### config.mk
export PLATFORM = sky130hd
export DESIGN_NAME = biset_arbiter
export DESIGN_NICKNAME = d
export VERILOG_FILES = /design/src/rtl/biset_arbiter.sv
export SDC_FILE = /design/constraint.sdc
export NUM_CORES = 1
export LEC_CHECK = 0
export ABC_AREA = 1
export CORE_MARGIN = 2
export CORE_UTILIZATION = 35
export DETAILED_ROUTE_END_ITERATION = 10
export PLACE_DENSITY = 0.78
export SYNTH_ARGS = -nofsm -noshare
export SYNTH_HDL_FRONTEND = slang
export SYNTH_SLANG_ARGS = --single-unit
### constraint.sdc
create_clock -name clk_i -period 2.3 [get_ports clk_i]
set_clock_uncertainty 0.1 [all_clocks]
set_input_delay 0.46 -clock clk_i [delete_from_list [all_inputs] [get_ports clk_i]]
set_output_delay 0.46 -clock clk_i [all_outputs]
set_load 0.005 [all_outputs]
### src/rtl/biset_arbiter.sv
// BiSet bus types plus a pipelined round-robin arbiter that shares one BiSet bus among N requesters.
// Optional macro BISET_ARB_LOCK_EN adds lock_i so the last grantee can hold the bus for atomic sequences.
package BiSet;
    localparam int ADDR_W = 16;
    localparam int DATA_W = 32;

    typedef struct packed {
        logic [ADDR_W-1:0] addr;
        logic              we;
    } biSetCtrl;

    typedef logic [DATA_W-1:0] biSetData;
    typedef logic [DATA_W-1:0] biSetReply;
endpackage

// Handshake: a request on req_i is consumed in the cycle its gnt_o bit is high; the matching
// rvalid_o bit (with rdata_o) follows exactly three cycles later, for reads and writes alike.
module biset_arbiter #(
    parameter int N = 4,
    localparam int IDW = (N > 1) ? $clog2(N) : 1
) (
    input  logic                      clk_i,
    input  logic                      rst_ni,
`ifdef BISET_ARB_LOCK_EN
    input  logic [N-1:0]              lock_i,
`endif
    input  logic [N-1:0]              req_i,
    input  BiSet::biSetCtrl [N-1:0]   reqCtrl_i,
    input  BiSet::biSetData [N-1:0]   reqData_i,
    output logic [N-1:0]              gnt_o,
    output logic [N-1:0]              rvalid_o,
    output BiSet::biSetReply          rdata_o,
    output BiSet::biSetCtrl           setCtrl_o,
    output BiSet::biSetData           setWrite_o,
    input  BiSet::biSetReply          setReply_i
);

    localparam logic [N-1:0] ONE = {{(N-1){1'b0}}, 1'b1};

    logic [IDW-1:0] ptr_q;
    logic [IDW-1:0] ptr_nxt;
    logic [N-1:0]   eligible;
    logic           gnt_any;
    logic           gnt_fire;
    logic [IDW-1:0] gnt_id;
    int             idx;

    logic           s1_vld_q;
    logic [IDW-1:0] s1_id_q;
    logic           s2_vld_q;
    logic [IDW-1:0] s2_id_q;

`ifdef BISET_ARB_LOCK_EN
    logic           last_vld_q;
    logic [IDW-1:0] last_id_q;
    logic           locked;

    // While the last grantee keeps its lock bit high, only it may be granted again.
    assign locked   = last_vld_q && lock_i[last_id_q];
    assign eligible = locked ? (req_i & (ONE << last_id_q)) : req_i;

    always_ff @(posedge clk_i or negedge rst_ni) begin
        if (!rst_ni) begin
            last_vld_q <= 1'b0;
            last_id_q  <= '0;
        end else if (gnt_fire) begin
            last_vld_q <= 1'b1;
            last_id_q  <= gnt_id;
        end
    end
`else
    assign eligible = req_i;
`endif

    always_comb begin
        gnt_any = 1'b0;
        gnt_id  = '0;
        idx     = 0;
        for (int i = 0; i < N; i++) begin
            idx = int'(ptr_q) + i;
            if (idx >= N) idx = idx - N;
            if (!gnt_any && eligible[IDW'(idx)]) begin
                gnt_any = 1'b1;
                gnt_id  = IDW'(idx);
            end
        end
    end

    assign gnt_fire = gnt_any & rst_ni;
    assign gnt_o    = gnt_fire ? (ONE << gnt_id) : '0;
    assign ptr_nxt  = (gnt_id == IDW'(N - 1)) ? '0 : gnt_id + 1'b1;

    always_ff @(posedge clk_i or negedge rst_ni) begin
        if (!rst_ni) begin
            ptr_q      <= '0;
            setCtrl_o  <= '0;
            setWrite_o <= '0;
            s1_vld_q   <= 1'b0;
            s1_id_q    <= '0;
            s2_vld_q   <= 1'b0;
            s2_id_q    <= '0;
            rvalid_o   <= '0;
            rdata_o    <= '0;
        end else begin
            s1_vld_q <= gnt_fire;
            s1_id_q  <= gnt_id;
            if (gnt_fire) begin
                ptr_q      <= ptr_nxt;
                setCtrl_o  <= reqCtrl_i[gnt_id];
                setWrite_o <= reqData_i[gnt_id];
            end else begin
                setCtrl_o  <= '0;
                setWrite_o <= '0;
            end
            // The slave replies one cycle after sampling, so the tag waits one extra stage.
            s2_vld_q <= s1_vld_q;
            s2_id_q  <= s1_id_q;
            rvalid_o <= s2_vld_q ? (ONE << s2_id_q) : '0;
            if (s2_vld_q) rdata_o <= setReply_i;
        end
    end

endmodule

==> reports/qor.txt <==
outcome = finished with violations
violated checks = negative setup slack
Slew @ Worst Pin = 509 ps
CTS tree = done
Slew headroom = 66.1%
drt pass-1 iters = 5
sequential share of the synthesized area = 41.1%
Req. time, crit path = 1740 ps
hpwl dp = 15.0 mm
Port-buffer cells = 322
CP startpoint kind = flip-flop
fin. max-slew vios = 0
CP max FO = 7
die width = 131 um
DIE HEIGHT = 131 um
Crit Path Class = reg2out
global-route wire length before repair = 33.9 mm
Period minus WS final = 2830 ps
final setup vio count = 53
initial antenna violation count = 0
Avg WL per Cell = 15.9 um
Max-Cap Viols = 0
Place WS = -890 ps
Worst Hold Class = in2async
htree depth = 3
leakage power = 4.85 nW
synth warn = 0
FP Rows = 46
vias per inst = 4.77
RSZ-0062 raised after global routing = true
num ports = 323
Seq cells post-synth = 93
CTS buffer count = 9
Syn Std Cell Area = 5670 um2
DRT Wirelength = 21.5 mm
Syn Inst Count = 819
number of antenna diodes = 0
initial DRC count = 432
Clock Sinks = 93
Max Clk Rate = 0.353 GHz
later-pin clock latency in the skew report = 340 ps
post-route worst setup slack = -531 ps
final instance area = 9680 um2
Final Core Density = 61.2%
routability cong. = 0.862
crit share post-route = 123%
DR DRC count = 0
Worst-path clk slew = 70 ps
share of layout cells above drive strength 1 = 8.52%
P&R area growth vs syn = 70.9%
Core Box Area = 15800 um2
final cell count without fillers = 1354
number of global-route vias before repair = 6217
Cells after DPL = 1327
syn_nets = 1057
power per cell area = 1390 nW/um2
worst path arrival time = 2270 ps
Final Hold Vio Count = 0
via count = 6465
Syn Area/Cell = 6.92 um2
clock root cell = clkbuf_16
maximum clock insertion buffer count = 2
starting density of the core = 35.8%
cts hold-fix bufs = 0
Peak VDD IR = 0.00146 V
Final Power = 13.4 mW
total die area = 17200 um2
Total GRT Usage = 24.8%
largest net degree at the start of global routing = 94
Final #Nets = 1371
grt total ovfl = 0
Routed Antenna Nets = 0
Placed Area = 9090 um2
Distinct cells, synth = 23
CP Capture Type = output pin
## cells by family after synthesis
logic type	synth area share [%]
flops	41.1
buf+inv	16.4
simple gates	36.9
fa+ha+maj	0.883
compound gates	4.79
## synth_stat cells, drive strengths merged
cell type | n | area share, %
dfrtp | 93 | 41
clkbuf | 22 | 1.5
nand3b | 50 | 6.6
nor3 | 4 | 0.35
nand2 | 233 | 16
buf | 32 | 3.9
a21oi | 50 | 4.4
clkinv | 1 | 0.066
nand4 | 1 | 0.11
a31oi | 1 | 0.11
ha | 4 | 0.88
nand3 | 153 | 14
nor2 | 7 | 0.60
inv | 165 | 11
o21ai | 3 | 0.26
## area by class of cell
cell class / instances / area [um2]
fillers: 1428 / 6150
repair buffers: 356 / 3600
multi-input cells: 506 / 2550
flip-flops and latches: 93 / 2330
inverters: 166 / 633
well taps: 216 / 270
clock buffers: 9 / 225
clock inverters: 7 / 68.8
repair inverters: 1 / 5.00
## layout by cell type (no fill, tap or decap), drive strengths merged
cell and instances:
clkinv 6, nand2 233, clkdlybuf4s50 316, dlymetal6s2s 1, nand3b 50, nand4 1, a31oi 1, nor2 7
o21ai 3, bufbuf 1, buf 37, inv 167, clkbuf 10, nor3 4, ha 4, clkinvlp 1
dfrtp 93, nand3 153, a21oi 50
## sequential cells by signal, summed over array words and instances (netlist names)
signal      count
ptr_q           2
rdata_o        32
rvalid_o        4
s1_id_q         2
s1_vld_q        1
s2_id_q         2
s2_vld_q        1
setCtrl_o      17
setWrite_o     32
## per-layer routing
layer / global-route usage (%) / up-vias / part of all wire, %
met4: 10.4 / 0 / 3.3
li1: - / 3151 / -
met3: 5.32 / 42 / 7.9
met1: 31.1 / 2966 / 40
met2: 41.4 / 306 / 48
met5: 0 / - / 0
## per-stage QoR
| step | hold WS, ps | TNS (ps) |
|---|---|---|
| after detailed placement | 236 | -37120 |
| final | 120 | -11270 |
| after CTS | 150 | -13020 |
| after floorplan | 64.4 | 0 |
| after global placement | 231 | -34720 |
| after global routing | 170 | -20150 |
## power by group
group / internal [mW] / leakage, nW / switching [mW]
logic: 4.03 / 3.53 / 5.36
registers: 2.30 / 1.18 / 0.278
clock network: 0.762 / 0.143 / 0.716
total: 7.10 / 4.85 / 6.35
## worst max-delay path: stages, from the launching register on
cell	delay, ps
dfrtp_2	490
buf_6	160
nand2_1	70
nand2_2	70
nand2_2	70
nand2_2	60
nor2_4	140
buf_6	120
nand4_1	90
nand2_2	140
buf_6	130
inv_6	40
ha_4	150
inv_2	50
nor2_2	30
buf_2	120
## worst paths after layout
path / start / end / slack [ps] / cells after the start
worst max-delay path: ptr_q[0] / gnt_o[2] / -530 / 15
worst min-delay path: rst_ni / setCtrl_o[0] / 120 / 2
worst max register to register: ptr_q[0] / setWrite_o[11] / -350 / 13
worst min register to register: s1_vld_q / s2_vld_q / 250 / 0
max in group asynchronous: rst_ni / setWrite_o[22] / 1600 / 2
min in group clk_i: s1_vld_q / s2_vld_q / 250 / 0
## what timing repair did
item / CTS / global route
cloned: 1 / 1
setup buffers: 6 / 3
setup endpoints to repair: 54 / 57
gates resized for setup: 55 / 20
pin swaps: 14 / 5
No activity file was read; power rests on OpenSTA's default activity.
==> edit 1 (same settings) <==
Set the package constant `DATA_W` to 48 (it was 32).
--- a/src/rtl/biset_arbiter.sv
+++ b/src/rtl/biset_arbiter.sv
@@ -3,5 +3,5 @@
 package BiSet;
     localparam int ADDR_W = 16;
-    localparam int DATA_W = 32;
+    localparam int DATA_W = 48;
 
     typedef struct packed {
Interface: changed (resized rdata_o, reqData_i, setReply_i and setWrite_o); port bits go from 323 to 435. No check against the original RTL was run, so the function may have changed too.
==> edit 1 against the unedited design <==
The run still ends with negative setup slack left; core utilization fell by 0.088 points; combinational power rose by 36%; setup slack improved by 0.033 ns; routed wire length rose by 50%; design area rose by 38%; total power rose by 42%; die area rose by 36%; sequential cell count rose by 32; synthesized area rose by 38%; count of clock-buffer cells in the layout rose by 8; sequential power rose by 33%; non-clock buffer count rose by 121; critical path type unchanged.
==> edit 1: results (changes against the unedited design) <==
Run status
  • Outcome: finished with violations
  • Failing checks: negative setup slack

Critical path
  • Critical path arrival: 2.24 ns (-0.03 ns)
  • R2r setup slk: -0.39 ns (-0.04 ns)
  • FF-to-FF End: ptr_q[0]
  • Worst Setup EP: gnt_o[1]

Placement
  • Gpl congestion: 0.907 (+5.3%)
  • Worst slack at placement: -0.894 ns (-0.00309 ns)
  • PortBufs: 434 (+35%)
  • Inst Count DP: 1814 (+37%)
  • Final HPWL DP: 21800 um (+45%)

Power
  • Lkg Pwr: 6.85 nW (+41%)
  • Sw frac: 47.4% (+0.16 points)
  • Maximum VDD drop: 0.00120 V (-18%)

STA
  • Min Hold Slack: 0.0866 ns (-0.0334 ns)
  • Final setup viols: 72 (+36%)
  • Final worst-path setup slack: -0.498 ns (+0.0332 ns)
  • Worst slew pin tran: 0.708 ns (+0.199 ns)
  • Final setup TNS: -19.68 ns (-8.41 ns)

Yosys
  • Most frequent cells after synthesis: nand2_1, inv_1, nand3_1, nand4_1, dfrtp_1
  • Register area share after synthesis: 40.1% (-0.99 points)
  • Syn Nets: 1478 (+40%)
  • Syn Inst Count: 1160 (+42%)
  • Cells taking the most area after synthesis: dfrtp_1, nand2_1, inv_1

GRT
  • Overall routing resource usage: 26.1% (+1.3 points)
  • Initial antenna violation count: 1 (+1)
  • First-pass GRT wire length: 48600 um (+43%)
  • Met2 Usage GRT: 46.3% (+4.8 points)
  • Largest net degree at the start of global routing: 131 (+39%)
  • GR Util met3: 6.35% (+1.0 points)
  • Met1 Usage GRT: 31.0% (-0.094 points)

Finish
  • Fill count: 1899 (+33%)
  • Top Registers: rdata_o x48, setWrite_o x48, setCtrl_o x17
  • Share of cells above drive strength 1: 7.96% (-0.56 points)
  • Post-layout nets: 1887 (+38%)

Clock network
  • CTS Buf Count: 17 (+8)
  • H-tree depth: 4 (+1)
  • Clock Latency Late Sink: 0.42 ns (+0.08 ns)

Detailed routing
  • Vias post-DR: 9299 (+44%)
  • Wirelength per Cell: 17.3 um (+8.8%)
  • DR iter-0 viols: 616 (+43%)
  • Detailed Route WL: 32200 um (+50%)
edit 1: changes by cell type after synthesis, sizes merged:
cell	delta
o21ai	+1
buf	+26
dfrtp	+32
a31oi	-1
nand2	+83
nand3b	-50
clkbuf	+8
nor2	-2
inv	+113
nand3	-14
a21oi	+15
nand4	+130
edit 1: stage by stage:
stage	cell area [um2]	utilization, %
4_1_cts	13200	60.4
3_3_place_gp	12300	56.5
6_report	13300	61.1
3_5_place_dp	12300	56.5
5_1_grt	13300	61.1
2_1_floorplan	7810	-
edit 1: logic make-up (layout without fill, tap and decap cells):
logic type / Yosys count / after routing / share of synthesized area, %
other: 0 / 1 / 0
AO/OA/AOI/OAI: 69 / 69 / 4.43
flip-flops: 125 / 125 / 40.1
buffers and inverters: 367 / 789 / 19.3
adder cells (fa/ha/maj): 4 / 4 / 0.641
AND/OR/NAND/NOR: 595 / 595 / 35.6
edit 1: worst max-delay path, stage by stage, from the launching register on:
cell and delay, ns:
dfrtp_2 0.50, clkinvlp_4 0.19, nand2_2 0.13, nand3_4 0.10, nand2_4 0.10, nor2_4 0.06, buf_6 0.11, nand3_4 0.06
nand3_4 0.12, inv_4 0.11, ha_4 0.13, inv_2 0.03, nor2_2 0.06, buf_2 0.11
edit 1: worst min-delay path by stage:
stage / startpoint / to / cells after the start
floorplan: rst_ni / ptr_q[0] / 0
global route: rst_ni / rdata_o[45] / 2
CTS: rst_ni / s2_id_q[0] / 2
detailed placement: s1_id_q[1] / s2_id_q[1] / 0
global placement: s1_id_q[0] / s2_id_q[0] / 0
finish: rst_ni / s2_vld_q / 2
edit 1: final cells by class:
cell class / count / area, um2 / area share [%]
timing repair buffer: 477 / 4810 / 36.1
tap: 280 / 350 / 2.63
inverter: 279 / 1060 / 7.93
clock inverter: 15 / 198 / 1.48
antenna: 1 / 2.50 / 0.0188
timing repair inverter: 1 / 7.51 / 0.0563
multi-input combinational: 668 / 3350 / 25.1
clock buffer: 17 / 425 / 3.19
sequential: 125 / 3130 / 23.5
edit 1: what timing repair did:
action                     CTS  global route
gates resized for setup     61            24
setup buffers                9             4
setup endpoints to repair   72            72
gates cloned                 2             1
pin swaps                   18            14
edit 1: metal layers:
layer / share of wire, % / vias to the layer above / wire, um
met5: 0 / - / 0
met2: 51 / 466 / 16500
met4: 3.2 / 0 / 1030
li1: - / 4459 / -
met1: 38 / 4313 / 12200
met3: 7.8 / 61 / 2520
edit 1: power groups by stage:
stage	Combinational, mW	Clock, mW	Sequential (mW)
6_report	12.8	2.89	3.42
5_1_grt	14.0	3.06	3.52
4_1_cts	12.1	2.94	3.42
3_5_place_dp	11.4	0	3.45
3_3_place_gp	11.2	0	3.42
2_1_floorplan	7.21	0	3.48
==> edit 2 (config.mk and constraints unchanged) <==
Without the edit above. Add a define of `BISET_ARB_LOCK_EN`.
--- a/src/rtl/biset_arbiter.sv
+++ b/src/rtl/biset_arbiter.sv
@@ -1,4 +1,6 @@
 // BiSet bus types plus a pipelined round-robin arbiter that shares one BiSet bus among N requesters.
 // Optional macro BISET_ARB_LOCK_EN adds lock_i so the last grantee can hold the bus for atomic sequences.
+`define BISET_ARB_LOCK_EN
+
 package BiSet;
     localparam int ADDR_W = 16;
Interface: changed (added lock_i); port bits go from 323 to 327. The function was not compared with the original's and may differ.
==> edit 2 against the unedited design <==
Critical path type unchanged; synthesized area rose by 4.0%; combinational power grew 82%; sequential cell count rose by 3; routed wire length increased by 21%; register-to-register slack worse by 0.23 ns; total power grew 59%; critical endpoint is now gnt_o[1]; the run still ends with negative setup slack left; design area grew 19%; setup slack got worse by 0.23 ns; synthesized cell count rose by 2.3%.
==> edit 2: results (changes against the unedited design) <==
Critical path
  • Slowest cell on the critical path: dfrtp_1
  • R2r setup slk: -0.58 ns (-0.23 ns)
  • Critical path arrival: 2.50 ns (+0.23 ns)
  • Crit-path max cell delay: 0.42 ns (-0.07 ns)
  • FF-to-FF End: setWrite_o[3]
  • Register-to-Register Path Depth: 22 (+9)
  • RR Startpoint: last_id_q[0]
  • Worst-path maximum fanout: 4 (-3)

STA
  • Final setup TNS: -28.80 ns (-17.53 ns)
  • Min Hold Slack: 0.127 ns (+0.00739 ns)
  • Final worst-path setup slack: -0.764 ns (-0.233 ns)
  • Final setup viols: 59 (+11%)
  • Worst slew pin tran: 0.983 ns (+0.474 ns)

GRT
  • Overall routing resource usage: 22.9% (-1.9 points)
  • GR Util met3: 6.43% (+1.1 points)
  • First-pass GRT wire length: 32400 um (-4.5%)
  • Met2 Usage GRT: 41.3% (-0.18 points)
  • Largest net degree at the start of global routing: 91 (-3.2%)

Power
  • Lkg Pwr: 5.59 nW (+15%)
  • Maximum VDD drop: 0.000936 V (-36%)

Yosys
  • Register area share after synthesis: 40.8% (-0.30 points)
  • Cells taking the most area after synthesis: dfrtp_1, nand2_1, nand3_1
  • Most frequent cells after synthesis: nand2_1, nand3_1, inv_1, dfrtp_1
  • XOR/XNOR Fraction of Synth Area: 0.149% (+0.15 points)
  • Synth Area in Adders: 0.849% (-0.034 points)
  • Post-synth top flop: dfrtp_1
  • Syn_area_per_cell: 7.03 um2 (+1.6%)
  • Complex-gate fraction of the synthesized area: 5.08% (+0.28 points)

Placement
  • Gpl congestion: 0.891 (+3.3%)
  • Final HPWL DP: 15300 um (+1.8%)
  • Post-DP Area: 9540 um2 (+4.9%)

Detailed routing
  • DR iter-0 viols: 316 (-27%)
  • Wirelength per Cell: 18.3 um (+15%)
  • First-pass detailed-route iteration total: 7 (+2)

Finish
  • Layout Cells excl Fill: 1420 (+4.9%)
  • Fill count: 1264 (-11%)

Run status
  • Outcome: finished with violations
  • Failing checks: negative setup slack
==> edit 2: cells by family after synthesis <==
| family | after synthesis |
|---|---|
| adder cells (fa/ha/maj) | 4 |
| flip-flops | 96 |
| buffers and inverters | 217 |
| AO/OA/AOI/OAI | 57 |
| XOR/XNOR | 1 |
| AND/OR/NAND/NOR | 463 |
==> edit 2: power by group through the flow <==
stage	Combinational [mW]	Clock, mW	Sequential (mW)
final	17.1	1.52	2.75
after floorplan	6.54	0	2.80
after global placement	9.88	0	2.74
after CTS	10.6	1.55	2.74
after global routing	18.1	1.63	2.82
after detailed placement	10.0	0	2.77
==> edit 2: through the flow <==
| stage | setup slack (ns) | power (mW) |
|---|---|---|
| finish | -0.764 | 21.3 |
| global route | -0.913 | 22.5 |
| CTS | -0.728 | 14.9 |
| detailed placement | -1.12 | 12.8 |
| global placement | -1.07 | 12.6 |
| floorplan | -0.155 | 9.35 |
==> edit 2: worst max-delay path by stage <==
| stage | from | to | depth (start not counted) |
|---|---|---|---|
| finish | last_id_q[0] | gnt_o[1] | 16 |
| CTS | last_id_q[0] | gnt_o[1] | 19 |
| floorplan | last_id_q[0] | gnt_o[1] | 18 |
| global route | last_id_q[0] | gnt_o[1] | 19 |
| detailed placement | lock_i[3] | gnt_o[2] | 17 |
| global placement | lock_i[3] | gnt_o[0] | 15 |
==> edit 2: area by class of cell <==
cell class / count / area [um2] / share of cell area (%)
timing repair buffer: 402 / 4420 / 38.3
multi-input combinational: 525 / 3530 / 30.6
sequential: 96 / 2400 / 20.8
inverter: 161 / 612 / 5.30
tap: 220 / 275 / 2.39
clock buffer: 9 / 225 / 1.95
clock inverter: 7 / 71.3 / 0.618
==> edit 2: timing repair <==
| action | in CTS | in global routing |
|---|---|---|
| cloned | 0 | 23 |
| gates resized for setup | 38 | 243 |
| setup endpoints to repair | 59 | 61 |
| setup buffers | 9 | 14 |
| pin swaps | 21 | 41 |
==> edit 2: critical path, delay by kind of cell (launching register included) <==
kind                       cells  cell delay (ns)
AOI/OAI and AO/OA              1             0.24
adders and majority gates      1             0.12
buffers and inverters          4             0.41
DFF                            1             0.42
and+or+nand+nor               10             0.96
==> edit 2: metal layers <==
| metal | vias up | part of all wire (%) |
|---|---|---|
| met5 | - | 0 |
| met4 | 0 | 5.1 |
| met3 | 87 | 8.3 |
| met2 | 371 | 50 |
| met1 | 3318 | 37 |
| li1 | 3330 | - |
